`src/rtl/shake_byte_serializer.sv`:
```
// Byte FIFO + FSM feeding a SHAKE256 core 2 bits per cycle, MSB-first.
// Optional byte_count output enabled by defining SER_BYTE_COUNT_EN.
module shake_byte_serializer #(
    parameter int FIFO_DEPTH = 4
) (
    input  logic       clk,
    input  logic       reset,
    input  logic       in_valid,
    input  logic [7:0] in_data,
    input  logic       in_last,
    input  logic       in_empty,
    output logic       in_ready,
    input  logic       core_done,
    output logic       start,
    output logic       enable,
    output logic [1:0] serial_in,
    output logic       serial_end_signal,
    output logic       busy
`ifdef SER_BYTE_COUNT_EN
    ,
    output logic [10:0] byte_count
`endif
);

    localparam int AW = (FIFO_DEPTH > 1) ? $clog2(FIFO_DEPTH) : 1;
    localparam int CW = AW + 1;

    typedef enum logic [2:0] {
        S_IDLE,
        S_START,
        S_WAIT,
        S_CHUNK,
        S_GAP,
        S_END,
        S_BUSY
    } state_t;

    logic [9:0]    mem [FIFO_DEPTH];
    logic [AW-1:0] wr_ptr;
    logic [AW-1:0] rd_ptr;
    logic [CW-1:0] count;
    logic [CW-1:0] count_nx;
    logic          push;
    logic          pop;
    logic          byte_pop;
    logic [9:0]    head;

    state_t     state;
    state_t     state_nx;
    logic [1:0] cnt;
    logic [7:0] shreg;
    logic       cur_last;

    logic       start_d;
    logic       enable_d;
    logic       end_d;
    logic       busy_d;
    logic [1:0] serial_d;

    assign head     = mem[rd_ptr];
    assign push     = in_valid & in_ready;
    assign byte_pop = pop & ~head[9];
    assign count_nx = count + CW'(push) - CW'(pop);

    always_ff @(posedge clk) begin
        if (push)
            mem[wr_ptr] <= {in_empty, in_last, in_data};
    end

    always_ff @(posedge clk or negedge reset) begin
        if (!reset) begin
            wr_ptr   <= '0;
            rd_ptr   <= '0;
            count    <= '0;
            in_ready <= 1'b1;
        end else begin
            if (push)
                wr_ptr <= wr_ptr + AW'(1);
            if (pop)
                rd_ptr <= rd_ptr + AW'(1);
            count    <= count_nx;
            in_ready <= (count_nx != CW'(FIFO_DEPTH));
        end
    end

    always_ff @(posedge clk or negedge reset) begin
        if (!reset) begin
            state             <= S_IDLE;
            cnt               <= 2'd0;
            shreg             <= 8'd0;
            cur_last          <= 1'b0;
            start             <= 1'b0;
            enable            <= 1'b0;
            serial_in         <= 2'b00;
            serial_end_signal <= 1'b0;
            busy              <= 1'b0;
        end else begin
            state <= state_nx;
            cnt   <= (state_nx != state) ? 2'd0 : cnt + 2'd1;
            if (byte_pop) begin
                shreg    <= {head[5:0], 2'b00};
                cur_last <= head[8];
            end else if (state == S_CHUNK) begin
                shreg <= {shreg[5:0], 2'b00};
            end
            start             <= start_d;
            enable            <= enable_d;
            serial_in         <= serial_d;
            serial_end_signal <= end_d;
            busy              <= busy_d;
        end
    end

    always_comb begin
        state_nx = state;
        pop      = 1'b0;
        unique case (state)
            S_IDLE:
                if (count != CW'(0))
                    state_nx = S_START;
            S_START:
                state_nx = S_WAIT;
            S_WAIT:
                if (cnt == 2'd1) begin
                    pop      = 1'b1;
                    state_nx = head[9] ? S_END : S_CHUNK;
                end
            S_CHUNK:
                if (cnt == 2'd3)
                    state_nx = S_GAP;
            S_GAP:
                if (cur_last) begin
                    state_nx = S_END;
                end else if (count != CW'(0)) begin
                    pop      = 1'b1;
                    state_nx = S_CHUNK;
                end
            S_END:
                state_nx = S_BUSY;
            S_BUSY:
                if (core_done)
                    state_nx = S_IDLE;
            default:
                state_nx = S_IDLE;
        endcase
    end

    // Outputs are decoded from the next state so the registers line up with it
    always_comb begin
        start_d  = (state_nx == S_START);
        enable_d = (state_nx == S_CHUNK);
        end_d    = (state_nx == S_END);
        busy_d   = (state_nx != S_IDLE);
        serial_d = 2'b00;
        if (byte_pop)
            serial_d = head[7:6];
        else if (state == S_CHUNK && state_nx == S_CHUNK)
            serial_d = shreg[7:6];
    end

`ifdef SER_BYTE_COUNT_EN
    always_ff @(posedge clk or negedge reset) begin
        if (!reset)
            byte_count <= 11'd0;
        else if (state_nx == S_START)
            byte_count <= 11'd0;
        else if (byte_pop && byte_count != 11'h7FF)
            byte_count <= byte_count + 11'd1;
    end
`endif

endmodule
```
`config.mk`:
```
export PLATFORM = sky130hd
export DESIGN_NAME = shake_byte_serializer
export DESIGN_NICKNAME = d
export VERILOG_FILES = /design/src/rtl/shake_byte_serializer.sv
export SDC_FILE = /design/constraint.sdc
export NUM_CORES = 1
export LEC_CHECK = 0
export ABC_CLOCK_PERIOD_IN_PS = 6600
export CORE_MARGIN = 2
export CORE_UTILIZATION = 27
export DETAILED_ROUTE_END_ITERATION = 7
export MAX_ROUTING_LAYER = met4
export RECOVER_POWER = 25
export SETUP_SLACK_MARGIN = 0.5
export SLEW_MARGIN = 20
export SYNTH_ARGS = -nofsm -noshare
export SYNTH_HDL_FRONTEND = slang
export SYNTH_SLANG_ARGS = --single-unit
```
`constraint.sdc`:
```
create_clock -name clk -period 6.6 [get_ports clk]
set_input_delay 1.65 -clock clk [delete_from_list [all_inputs] [get_ports clk]]
set_output_delay 1.65 -clock clk [all_outputs]
set_load 0.005 [all_outputs]
```
Word-level counts from Yosys, hierarchy flattened
Memories as Yosys holds them, arrays and structs flattened.
Cells that the tools add are included.
{"block": "word_totals", "reg_bits": 28, "mem_bits_rw": 40, "memories": 1, "in_bits": 14, "output_inout_bits": 7, "elab_cells": 59}
{"memory": "mem", "depth": 4, "width": 10, "rd": 1, "rd_ports_with_merged_regs": 0, "wr": 1, "line_no": "38", "text": "logic [9:0] mem [FIFO_DEPTH];"}
{"block": "classes", "mux": 19, "eq_ne": 13, "bitwise": 3, "reduce_logical": 5, "n_addsub": 5}
{"operator": "3-bit two-way mux", "count": 7}
{"operator": "3-bit one-hot mux with 7 select lines", "count": 1}
{"operator": "8-bit two-way mux", "count": 2}
{"operator": "3-bit equality test (second input constant)", "count": 4}
{"operator": "3-bit by 2-bit equality test with 1-bit output (second input constant)", "count": 3}
{"operator": "2-bit by 1-bit adder with 2-bit output (second input constant)", "count": 3}
{"operator": "3-bit by 1-bit equality test with 1-bit output (second input constant)", "count": 2}
{"operator": "2-bit two-way mux", "count": 3}
{"operator": "3-bit nonzero test", "count": 2}
{"operator": "1-bit two-way mux", "count": 5}
{"operator": "3-bit by 1-bit adder with 3-bit output", "count": 1}
{"operator": "3-bit zero test", "count": 1}
{"operator": "3-bit inequality test", "count": 1}
{"operator": "3-bit inequality test (second input constant)", "count": 1}
{"operator": "3-bit by 1-bit subtractor with 3-bit output", "count": 1}
{"operator": "1-bit AND", "count": 2}
{"operator": "2-bit by 1-bit equality test with 1-bit output (second input constant)", "count": 1}
{"operator": "2-bit equality test (second input constant)", "count": 1}
{"operator": "1-bit one-hot mux with 2 select lines", "count": 1}
{"operator": "2-bit nonzero test", "count": 1}
{"operator": "1-bit logical AND", "count": 1}
{"operator": "1-bit inverter", "count": 1}

Longest topological paths before layout
Gate-level depths: netlist of run 1.
{"block": "depth", "word_depth": 8, "mapped_depth": 10, "depth_no_buf": 10}

Least setup slack after synthesis of run 1
Ideal clock, no wire load.
{"block": "synth_timing", "path_type": "input port to flip-flop", "from": "in in_valid", "to": "reg in_ready", "setup_slack_ns": 3.543, "t_required_ns": 6.517, "t_arrival_ns": 2.974, "n_path_buf": 0, "setup_time_ns": 0.083, "stages": 8, "path_cell_list": "nand2_1 > ha_1 > inv_1 > ha_1 > fa_1 > xor2_1 > xnor2_1 > nand2_1"}
{"block": "synth_via", "elab_chain_len": 4}
{"element": "from (decl)", "line_no": "8", "text": "input logic in_valid,"}
{"element": "1-bit AND", "line_no": "61", "text": "assign push = in_valid & in_ready;"}
{"element": "3-bit by 1-bit adder with 3-bit output", "line_no": "63", "text": "assign count_nx = count + CW'(push) - CW'(pop);"}
{"element": "3-bit by 1-bit subtractor with 3-bit output", "line_no": "63"}
{"element": "via count_nx[2]", "line_no": "42", "text": "logic [CW-1:0] count_nx;"}
{"element": "3-bit inequality test", "line_no": "82", "text": "in_ready <= (count_nx != CW'(FIFO_DEPTH));"}
{"element": "to (signal assigned)", "line_no": "82"}
{"element": "to (decl)", "line_no": "12", "text": "output logic in_ready,"}
The timed path passes the listed nets, and every way through them passes these cells.
A chain may end at the register's enable or synchronous reset.

Final worst setup path of run 1
Same ends and word-level chain as after synthesis.

==> results.md, run 1 <==
* CTS Hold Bufs at 0
* DRT Wirelength at 4.64 mm
* Worst-path maximum fanout at 5
* Number of global-route vias before repair at 1567
* Fraction of power spent switching nets at 31.7%
* Fin Clk Skew at 0.00587 ns
* Gr ovfl total at 0
* Root buffer cell: clkbuf_8
* DRT Pass-1 Iters at 4
* PwrDens at 420 nW/um2
* ANT cells at 0
* NetSw at 0.441 mW
* Unique cell type count in the Yosys netlist at 39
* Int Power at 0.951 mW
* H-tree depth at 3
* Post_cts resized at 0
* Max cap viols at 0
* Bufs and invs on worst path at 2
* Synth area leaders: edfxtp_1 (43%), dfrtp_1 (23%), mux4_2 (7.3%)
* Setup TNS at 0 ns
* Core ar. at 10100 um2
* Tot Pwr at 1.39 mW
* Setup Viol. Count Final at 0
* TritonCTS clock tree: built
* Fmax achieved at 291 MHz
* Number of synthesized flops with an enable pin at 40
* Max IR drop VDD at 0.000122 V
* Routed Antenna Nets at 0
* Leakage at 1.22 nW
* Combinational share of power at 29.5%
* Post-CTS Setup Inserts at 0
* Crit Path Category: primary input to flop
* Cell taking the most area after synthesis: edfxtp_1
* Hold_ws at 0.469 ns
* Routed vias/inst at 4.30
* Synth top area share at 43.2%
* Hold crit path type: flop to flop
* Sequential power share at 47.2%
* Crit-path cells: clkdlybuf4s50_1 -> nand2_1 -> ha_1 -> inv_1 -> ha_1 -> fa_1 -> xor2_1 -> xnor2_1 -> nand2_1
* Post-route setup slack at 3.16 ns
* Synth Cell Area at 2780 um2
* # DRC at 0
* Clock slew at reported path FFs at 0.07 ns
* Crit-path leading delay family: adder cells
* Routability Congestion at 0.758
* Dpl ws at 2.85 ns
* Die area at 11100 um2
* IO buf count at 20
* Post-DP HPWL at 3.08 mm
* Clock network power share at 23.3%
* Via count at 1440
* TritonCTS buffer count at 9
* Commonest non-fill, non-tap cell in the layout: edfxtp_1
* Startpoint type of the worst setup path: primary input
* Most frequent cells in the layout: edfxtp_1 (40), dfrtp_1 (25), clkdlybuf4s50_1 (17)
* Worst-Margin Slew at 1.45 ns
* Nets at 217
* 1st-iter DRT viols at 52
* Crit-path max cell delay at 0.53 ns
* Critical Path AT at 3.70 ns
* WP data required at 6.86 ns
* I/O pin cnt at 21
* Final min period at 3.44 ns
* Sequential area share after synthesis at 66.7%
* RSZ-0062 raised after global routing: false
* Synth Register Bits at 66
* Layout area overhead at 19.2%
* Largest net degree at the start of global routing at 27
* WL/cell at 13.8 um
* Post-Route Utilization at 32.7%
* Initial Util at 27.4%
* Post-Syn Area per Cell at 16.5 um2
* Clock Latency Late Sink at 0.33 ns
* GRT Resource Usage Total at 9.49%
* Mapped Cells at 168
* Layout cells sized above 1 at 19.1%
* Max transition margin at 3.53%
* Most used DFF post-synth: edfxtp_1
* Core Rows at 37
* Syn_nets at 191
* Fin. Hold Viols at 0
* Die H at 105 um
* Final Max Tran Viols at 0
* Slowest stage cell, crit path: clkdlybuf4s50_1
* Global-route wire length before repair at 7.78 mm
* Worst Setup End Kind: flop
* Setup slack, reg-to-reg at 3.96 ns
* Ys Warns at 0
* Fin crit share at 52.1%
* CTS Buffer Depth at 2
* Status: completed
* Post-synth ARST share at 39.4%
* Die X at 105 um
* Initial antenna violation count at 0
* Num Clock Sinks at 66
## metal layers
layer  routed length, um  vias up  part of all wire, %  GRT usage, %
met5                   0        -                    0             -
met4                  49        0                  1.1          4.00
met3                 169        6                  3.6          3.46
met2                2290       25                   49          14.5
met1                2130      725                   46          11.3
li1                    -      684                    -             -
## synthesized netlist by cell type, drive strengths merged, types with 4 or more instances
cell and count:
and3 5, mux2 10, dfrtp 25, mux4 10, nand2 9, buf 4
edfxtp 40, ha 8, inv 9, nor2 5, mux2i 4
## metrics by stage
step	instances	area, um2
2_1_floorplan	168	2780
3_3_place_gp	319	3120
3_5_place_dp	319	3120
4_1_cts	335	3320
5_1_grt	335	3310
6_report	335	3310
## sequential cells by signal (all words and copies together), names as in the netlist
name / cells
serial_end_signal: 1
shreg: 6
rd_ptr: 2
in_ready: 1
wr_ptr: 2
mem: 40
enable: 1
count: 3
cnt: 2
busy: 1
state: 3
start: 1
cur_last: 1
serial_in: 2
## path summary, 6_finish.rpt
kind / from / endpoint / cells past startpoint
max in group asynchronous: reset / shreg[6] / 2
min in group asynchronous: reset / cnt[0] / 2
setup reg to reg: state[0] / in_ready / 9
hold / removal: cnt[0] / cnt[0] / 1
hold reg to reg: cnt[0] / cnt[0] / 1
setup / recovery: in_valid / in_ready / 9
## cells by family (layout without fill, tap and decap cells)
kind of cell,Yosys count,in the layout,share of synthesized area [%]
DFF,66,66,66.7
and+or+nand+nor,35,35,6.98
muxes,24,24,13.7
buffers and inverters,15,46,2.43
AOI/OAI and AO/OA,14,14,4.28
adders and majority gates,9,9,4.32
xor gates and xnor gates,5,5,1.58
## worst register-to-register path: cells and delay by family (launching register included)
family / cells / cell delay, ns
adders and majority gates: 3 / 0.74
DFF: 1 / 0.52
and+or+nand+nor: 2 / 0.60
xor gates and xnor gates: 2 / 0.36
buffers and inverters: 1 / 0.04
AOI/OAI and AO/OA: 1 / 0.31
## power groups by stage
| stage | Combinational [mW] | Clock (mW) | Sequential, mW |
|---|---|---|---|
| floorplan | 0.353 | 0 | 0.605 |
| global placement | 0.401 | 0 | 0.664 |
| detailed placement | 0.414 | 0 | 0.667 |
| CTS | 0.417 | 0.336 | 0.660 |
| global route | 0.456 | 0.354 | 0.676 |
| finish | 0.411 | 0.324 | 0.657 |
## final cells by class
cell class,instances,area (um2)
Fill cell,995,6830
Sequential cell,66,1850
Inverter,9,33.8
Clock inverter,7,68.8
Clock buffer,9,124
Tap cell,136,170
Timing Repair Buffer,21,204
Multi-Input combinational cell,87,858
Power figures use the tool's default switching activity.
==> run 2: changes to the inputs <==
ABC_CLOCK_PERIOD_IN_PS = 3400   (was 6600)
clock period = 3.4 ns   (was 6.6 ns; I/O delays follow)
==> run 2 against run 1 <==
  * Global-route usage fell by 0.16 points
  * Die area did not move
  * First-iteration DRC count fell by 27%
  * Sequential share of layout area fell by 0.13 points
  * Clock-buffer cell count did not move
  * Design area rose by 0.23%
  * Via count fell by 1.0%
  * Final cell count did not move
  * Utilization rose by 0.074 points
  * Clock power rose by 100%
  * Largest power group unchanged
  * Clock skew rose by 0.0074 ns
  * Critical endpoint unchanged
==> results.md, run 2 (synthesized netlist as in run 1, its figures left out) <==
* Fin area at 3320 um2 (was 3310 um2)
* I/O pin cnt at 21 (unchanged)
* Largest net degree at the start of global routing at 27 (unchanged)
* Worst-path maximum fanout at 12 (was 5)
* Die area at 11100 um2 (unchanged)
* Initial antenna violation count at 0 (unchanged)
* Gr ovfl total at 0 (unchanged)
* Initial Util at 27.4% (unchanged)
* CTS Buffer Depth at 2 (unchanged)
* Setup slack, reg-to-reg at 0.83 ns (was 3.96 ns)
* Nets at 217 (unchanged)
* Clock Latency Late Sink at 0.34 ns (was 0.33 ns)
* IO buf count at 20 (unchanged)
* Worst Setup End Kind: flop (unchanged)
* FF-to-FF End: in_ready (unchanged)
* Global-route wire length before repair at 7.53 mm (was 7.78 mm)
* Setup Viol. Count Final at 0 (unchanged)
* Post-DP HPWL at 3.02 mm (was 3.08 mm)
* 1st-iter DRT viols at 38 (was 52)
* WHS Path Cells at 1 (unchanged)
* Dpl ws at 0.491 ns (was 2.85 ns)
* Worst Hold Endpoint: cnt[0] (unchanged)
* # DRC at 0 (unchanged)
* WP data required at 3.67 ns (was 6.86 ns)
* Tot Pwr at 2.71 mW (was 1.39 mW)
* Number of flip-flops in the largest register at 40 (unchanged)
* Root buffer cell: clkbuf_8 (unchanged)
* Post-Route Utilization at 32.7% (about the same)
* Most frequent cells in the layout: edfxtp_1 (40), dfrtp_1 (25), clkdlybuf4s50_1 (16) (was edfxtp_1 (40), dfrtp_1 (25), clkdlybuf4s50_1 (17))
* Layout area overhead at 19.5% (was 19.2%)
* RSZ-0062 raised after global routing: false (unchanged)
* Met3 usage at 3.34% (was 3.46%)
* Top flop regs: mem (40), shreg (6) (unchanged)
* Post_cts resized at 0 (unchanged)
* TritonCTS clock tree: built (unchanged)
* TritonCTS buffer count at 9 (unchanged)
* GR Util met1 at 11.3% (about the same)
* WL/cell at 13.4 um (was 13.8 um)
* DRT Wirelength at 4.50 mm (was 4.64 mm)
* GRT Max-Usage Layer: met2 (unchanged)
* Critical Path AT at 2.84 ns (was 3.70 ns)
* Most flops, register: mem (unchanged)
* Number of global-route vias before repair at 1514 (was 1567)
* Fin. Hold Viols at 0 (unchanged)
* Core ar. at 10100 um2 (unchanged)
* ANT cells at 0 (unchanged)
* DRT Pass-1 Iters at 5 (was 4)
* Clock slew at reported path FFs at 0.08 ns (was 0.07 ns)
* Core Rows at 37 (unchanged)
* Finished Layout Cells at 335 (unchanged)
* GRT Resource Usage Total at 9.32% (was 9.49%)
* Status: completed (unchanged)
* Fmax achieved at 389 MHz
* Worst-Margin Slew at 1.39 ns (was 1.45 ns)
* Dpl cells at 319 (unchanged)
* Max IR drop VDD at 0.000245 V (was 0.000122 V)
* R2R cell count at 9 (unchanged)
* Max cap viols at 0 (unchanged)
* Routed vias/inst at 4.25 (was 4.30)
* Post-DP Area at 3120 um2 (unchanged)
* Fin crit share at 75.7%
* PwrDens at 816 nW/um2 (was 420 nW/um2)
* Final Max Tran Viols at 0 (unchanged)
* Met2 Track Usage GR at 14.4% (was 14.5%)
* Die X at 105 um (unchanged)
* Final min period at 2.57 ns
* Hold path start: cnt[0] (unchanged)
* Via count at 1425 (was 1440)
* Commonest non-fill, non-tap cell in the layout: edfxtp_1 (unchanged)
* Routability Congestion at 0.766 (was 0.758)
* Fillers at 996 (was 995)
* Post-route setup slack at 0.826 ns (was 3.16 ns)
* RR Startpoint: state[0] (unchanged)
* Setup TNS at 0 ns (unchanged)
* H-tree depth at 3 (unchanged)
* Crit Path Category: flop to flop (was primary input to flop)
* Max transition margin at 7.12% (was 3.53%)
* Routed Antenna Nets at 0 (unchanged)
* Hold crit path type: flop to flop (unchanged)
* Hold_ws at 0.474 ns (was 0.469 ns)
* Layout cells sized above 1 at 20.1% (was 19.1%)
* Post-CTS Setup Inserts at 0 (unchanged)
* Die H at 105 um (unchanged)
* Startpoint type of the worst setup path: flop (was primary input)
* Leakage at 1.23 nW (was 1.22 nW)
* Fin Clk Skew at 0.0132 ns (was 0.00587 ns)
* CTS Hold Bufs at 0 (unchanged)
* Num Clock Sinks at 66 (unchanged)
run 2: worst max-delay path by stage:
stage | end | from | slack [ns] | depth (start not counted)
after floorplan | in_ready | count[2] | 1.00 | 9
after global placement | in_ready | in_valid | 0.55 | 9
after detailed placement | in_ready | in_valid | 0.49 | 9
after CTS | in_ready | state[0] | 0.81 | 9
after global routing | in_ready | state[1] | 0.58 | 9
final | in_ready | state[0] | 0.83 | 9
run 2: metal layers:
layer  wire [um]  vias to the layer above
met5           0                        -
met4          53                        0
met3         147                        4
met2        2140                       24
met1        2160                      716
li1            -                      681
run 2: final cells by class:
| cell class | count | area (um2) | share of cell area [%] |
|---|---|---|---|
| sequential | 66 | 1850 | 55.8 |
| multi-input combinational | 87 | 858 | 25.9 |
| tap | 136 | 170 | 5.13 |
| clock buffer | 9 | 124 | 3.73 |
| clock inverter | 7 | 76.3 | 2.30 |
| timing repair buffer | 21 | 204 | 6.14 |
| inverter | 9 | 33.8 | 1.02 |
run 2: critical path, cell delays in order, from the launching register on:
cell and delay (ns):
dfrtp_1 0.52, nor3b_1 0.51, a32o_1 0.30, ha_1 0.14, inv_1 0.04, ha_1 0.19
fa_1 0.38, xor2_1 0.18, xnor2_1 0.17, nand2_1 0.08
run 2: power breakdown:
part | total (mW) | internal, mW | switching [mW]
logic | 0.784 | 0.427 | 0.357
registers | 1.28 | 1.08 | 0.196
clock network | 0.649 | 0.343 | 0.306
total | 2.71 | 1.85 | 0.859
==> run 3: changes to the inputs <==
ABC_CLOCK_PERIOD_IN_PS = 2100   (was 3400)
clock period = 2.1 ns   (was 3.4 ns; I/O delays follow)
==> run 3 against run 2 <==
  * The flow now finishes with violations (setup timing)
  * Die area stayed put
  * Clock power rose by 110%
  * Setup slack got worse by 1.1 ns
  * Sequential share of layout area fell by 7.5 points
  * Hold slack gained 0.027 ns
  * First-iteration DRC count increased by 21%
  * Flip-flop and latch count is the same
  * Final cell count grew 9.9%
  * Utilization is 5.1 points higher
  * Global-route usage grew 0.80 points
  * Register-to-register slack got worse by 1.1 ns
  * Critical path depth unchanged
==> results.md, run 3 (synthesized netlist as in run 1, its figures left out) <==
* Status: complete, but fails checks (was completed)
* Failing checks: setup timing
* Post-route setup slack at -0.236 ns (was 0.826 ns)
* Tot Pwr at 5.38 mW (was 2.71 mW)
* Dpl ws at -0.340 ns (was 0.491 ns)
* Setup Viol. Count Final at 2 (was 0)
* Fin crit share at 111% (was 75.7%)
* Routability Congestion at 0.781 (was 0.766)
* Worst-Margin Slew at 0.653 ns (was 1.39 ns)
* Final min period at 2.34 ns (was 2.57 ns)
* Startpoint type of the worst setup path: flop (unchanged)
* WL/cell at 13.6 um (was 13.4 um)
* Crit-path max cell delay at 0.38 ns (was 0.52 ns)
* Top flop regs: mem (40), shreg (6) (unchanged)
* Number of flip-flops in the largest register at 40 (unchanged)
* Initial antenna violation count at 0 (unchanged)
* Hold crit path type: flop to flop (unchanged)
* Crit Path Category: flop to flop (unchanged)
* Core ar. at 10100 um2 (unchanged)
* Fin Clk Skew at 0.00799 ns (was 0.0132 ns)
* Bufs and invs on worst path at 1 (unchanged)
* Post-DP HPWL at 3.36 mm (was 3.02 mm)
* Max transition margin at 56.4% (was 7.12%)
* Core Rows at 37 (unchanged)
* TritonCTS buffer count at 9 (unchanged)
* Fin. Hold Viols at 0 (unchanged)
* Leakage at 1.51 nW (was 1.23 nW)
* Die H at 105 um (unchanged)
* Most used cell along the critical path: ha_4 (was ha_1)
* Max cap viols at 0 (unchanged)
* Most frequent cells in the layout: edfxtp_1 (40), dfrtp_1 (23), buf_4 (22) (was edfxtp_1 (40), dfrtp_1 (25), clkdlybuf4s50_1 (16))
* Setup TNS at -0.408 ns (was 0 ns)
* Crit-path leading delay family: adder cells (unchanged)
* Routed vias/inst at 4.30 (was 4.25)
* ANT cells at 0 (unchanged)
* DRT Pass-1 Iters at 4 (was 5)
* Commonest non-fill, non-tap cell in the layout: edfxtp_1 (unchanged)
* Die area at 11100 um2 (unchanged)
* Clock Latency Late Sink at 0.33 ns (was 0.34 ns)
* Die X at 105 um (unchanged)
* IO buf count at 20 (unchanged)
* Initial Util at 27.4% (unchanged)
* Worst Setup End Kind: flop (unchanged)
* Setup slack, reg-to-reg at -0.24 ns (was 0.83 ns)
* Fillers at 956 (was 996)
* GRT Resource Usage Total at 10.1% (was 9.32%)
* Layout cells sized above 1 at 40.1% (was 20.1%)
* Max IR drop VDD at 0.000354 V (was 0.000245 V)
* Final Max Tran Viols at 0 (unchanged)
* Largest net degree at the start of global routing at 27 (unchanged)
* Critical Path AT at 2.60 ns (was 2.84 ns)
* Most flops, register: mem (unchanged)
* Gr ovfl total at 0 (unchanged)
* Crit-path cells: or3_4 -> a32o_2 -> ha_4 -> inv_2 -> ha_4 -> fa_2 -> xor2_1 -> xnor2_1 -> nand2_1 (was nor3b_1 -> a32o_1 -> ha_1 -> inv_1 -> ha_1 -> fa_1 -> xor2_1 -> xnor2_1 -> nand2_1)
* H-tree depth at 3 (unchanged)
* Root buffer cell: clkbuf_8 (unchanged)
* WP data required at 2.36 ns (was 3.67 ns)
* I/O pin cnt at 21 (unchanged)
* Routed Antenna Nets at 0 (unchanged)
* TritonCTS clock tree: built (unchanged)
* RSZ-0062 raised after global routing: true (was false)
* Clock slew at reported path FFs at 0.07 ns (was 0.08 ns)
* Slowest stage cell, crit path: dfrtp_1 (unchanged)
* Worst-path maximum fanout at 2 (was 12)
* Via count at 1584 (was 1425)
* PwrDens at 1400 nW/um2 (was 816 nW/um2)
* CTS Buffer Depth at 2 (unchanged)
* Num Clock Sinks at 66 (unchanged)
* Fin area at 3840 um2 (was 3320 um2)
* Fmax achieved at 428 MHz (was 389 MHz)
* Nets at 250 (was 217)
* Number of global-route vias before repair at 1673 (was 1514)
* 1st-iter DRT viols at 46 (was 38)
* DRT Wirelength at 5.02 mm (was 4.50 mm)
* Post-DP Area at 3360 um2 (was 3120 um2)
* Global-route wire length before repair at 8.25 mm (was 7.53 mm)
* Layout area overhead at 38.2% (was 19.5%)
* # DRC at 0 (unchanged)
## run 3: cell count changes in the layout (fill, tap and decap cells not counted), moves of 3 or more
cell             change
clkdlybuf4s50_1      -6
ha_4                 +3
buf_12               +4
mux2_4               +5
ha_1                 -4
buf_4               +22
mux2_2               -5
dlygate4sd2_1        +6
buf_6                +8
bufinv_16            +3
## run 3: path summary, 6_finish.rpt
path / start / end / cells past startpoint
min in group asynchronous: reset / start / 2
worst min-delay path: shreg[6] / serial_in[0] / 1
worst max-delay path: count[0] / in_ready / 9
worst max register to register: count[0] / in_ready / 9
worst min register to register: shreg[6] / serial_in[0] / 1
max in group asynchronous: reset / state[0] / 2
## run 3: per-layer routing
layer,GRT usage (%),routed length (um),vias to the layer above
met5,-,0,-
met4,5.14,62,0
li1,-,-,756
met2,15.6,2540,28
met1,12.5,2240,795
met3,2.29,171,5
## run 3: cell type report
type                    count  area, um2  area share [%]
clock buffers               9        124            3.23
repair buffers             54        523            13.6
flip-flops and latches     66       1860            48.3
inverters                   9       33.8           0.880
multi-input cells          87        992            25.8
clock inverters             7        141            3.68
well taps                 136        170            4.43
## run 3: what timing repair did
| action | in CTS | in global routing |
|---|---|---|
| buffers inserted | 6 | 5 |
| hold buffers | 0 | 0 |
| resized for setup | 23 | 15 |
| pin swaps | 4 | 13 |
| setup endpoints to repair | 21 | 17 |
## run 3: power breakdown
part	internal [mW]	switching [mW]	total, mW
combinational	1.15	0.911	2.07
sequential	1.75	0.180	1.93
clock	0.908	0.476	1.38
## run 3: through the flow
stage / cells / hold slack (ns) / util [%]
final: 368 / 0.502 / 37.9
after global routing: 368 / 0.537 / 37.9
after CTS: 363 / 0.501 / 36.8
after detailed placement: 341 / 0.484 / 33.1
after global placement: 341 / 0.490 / 33.1
after floorplan: 168 / 0.229 / -
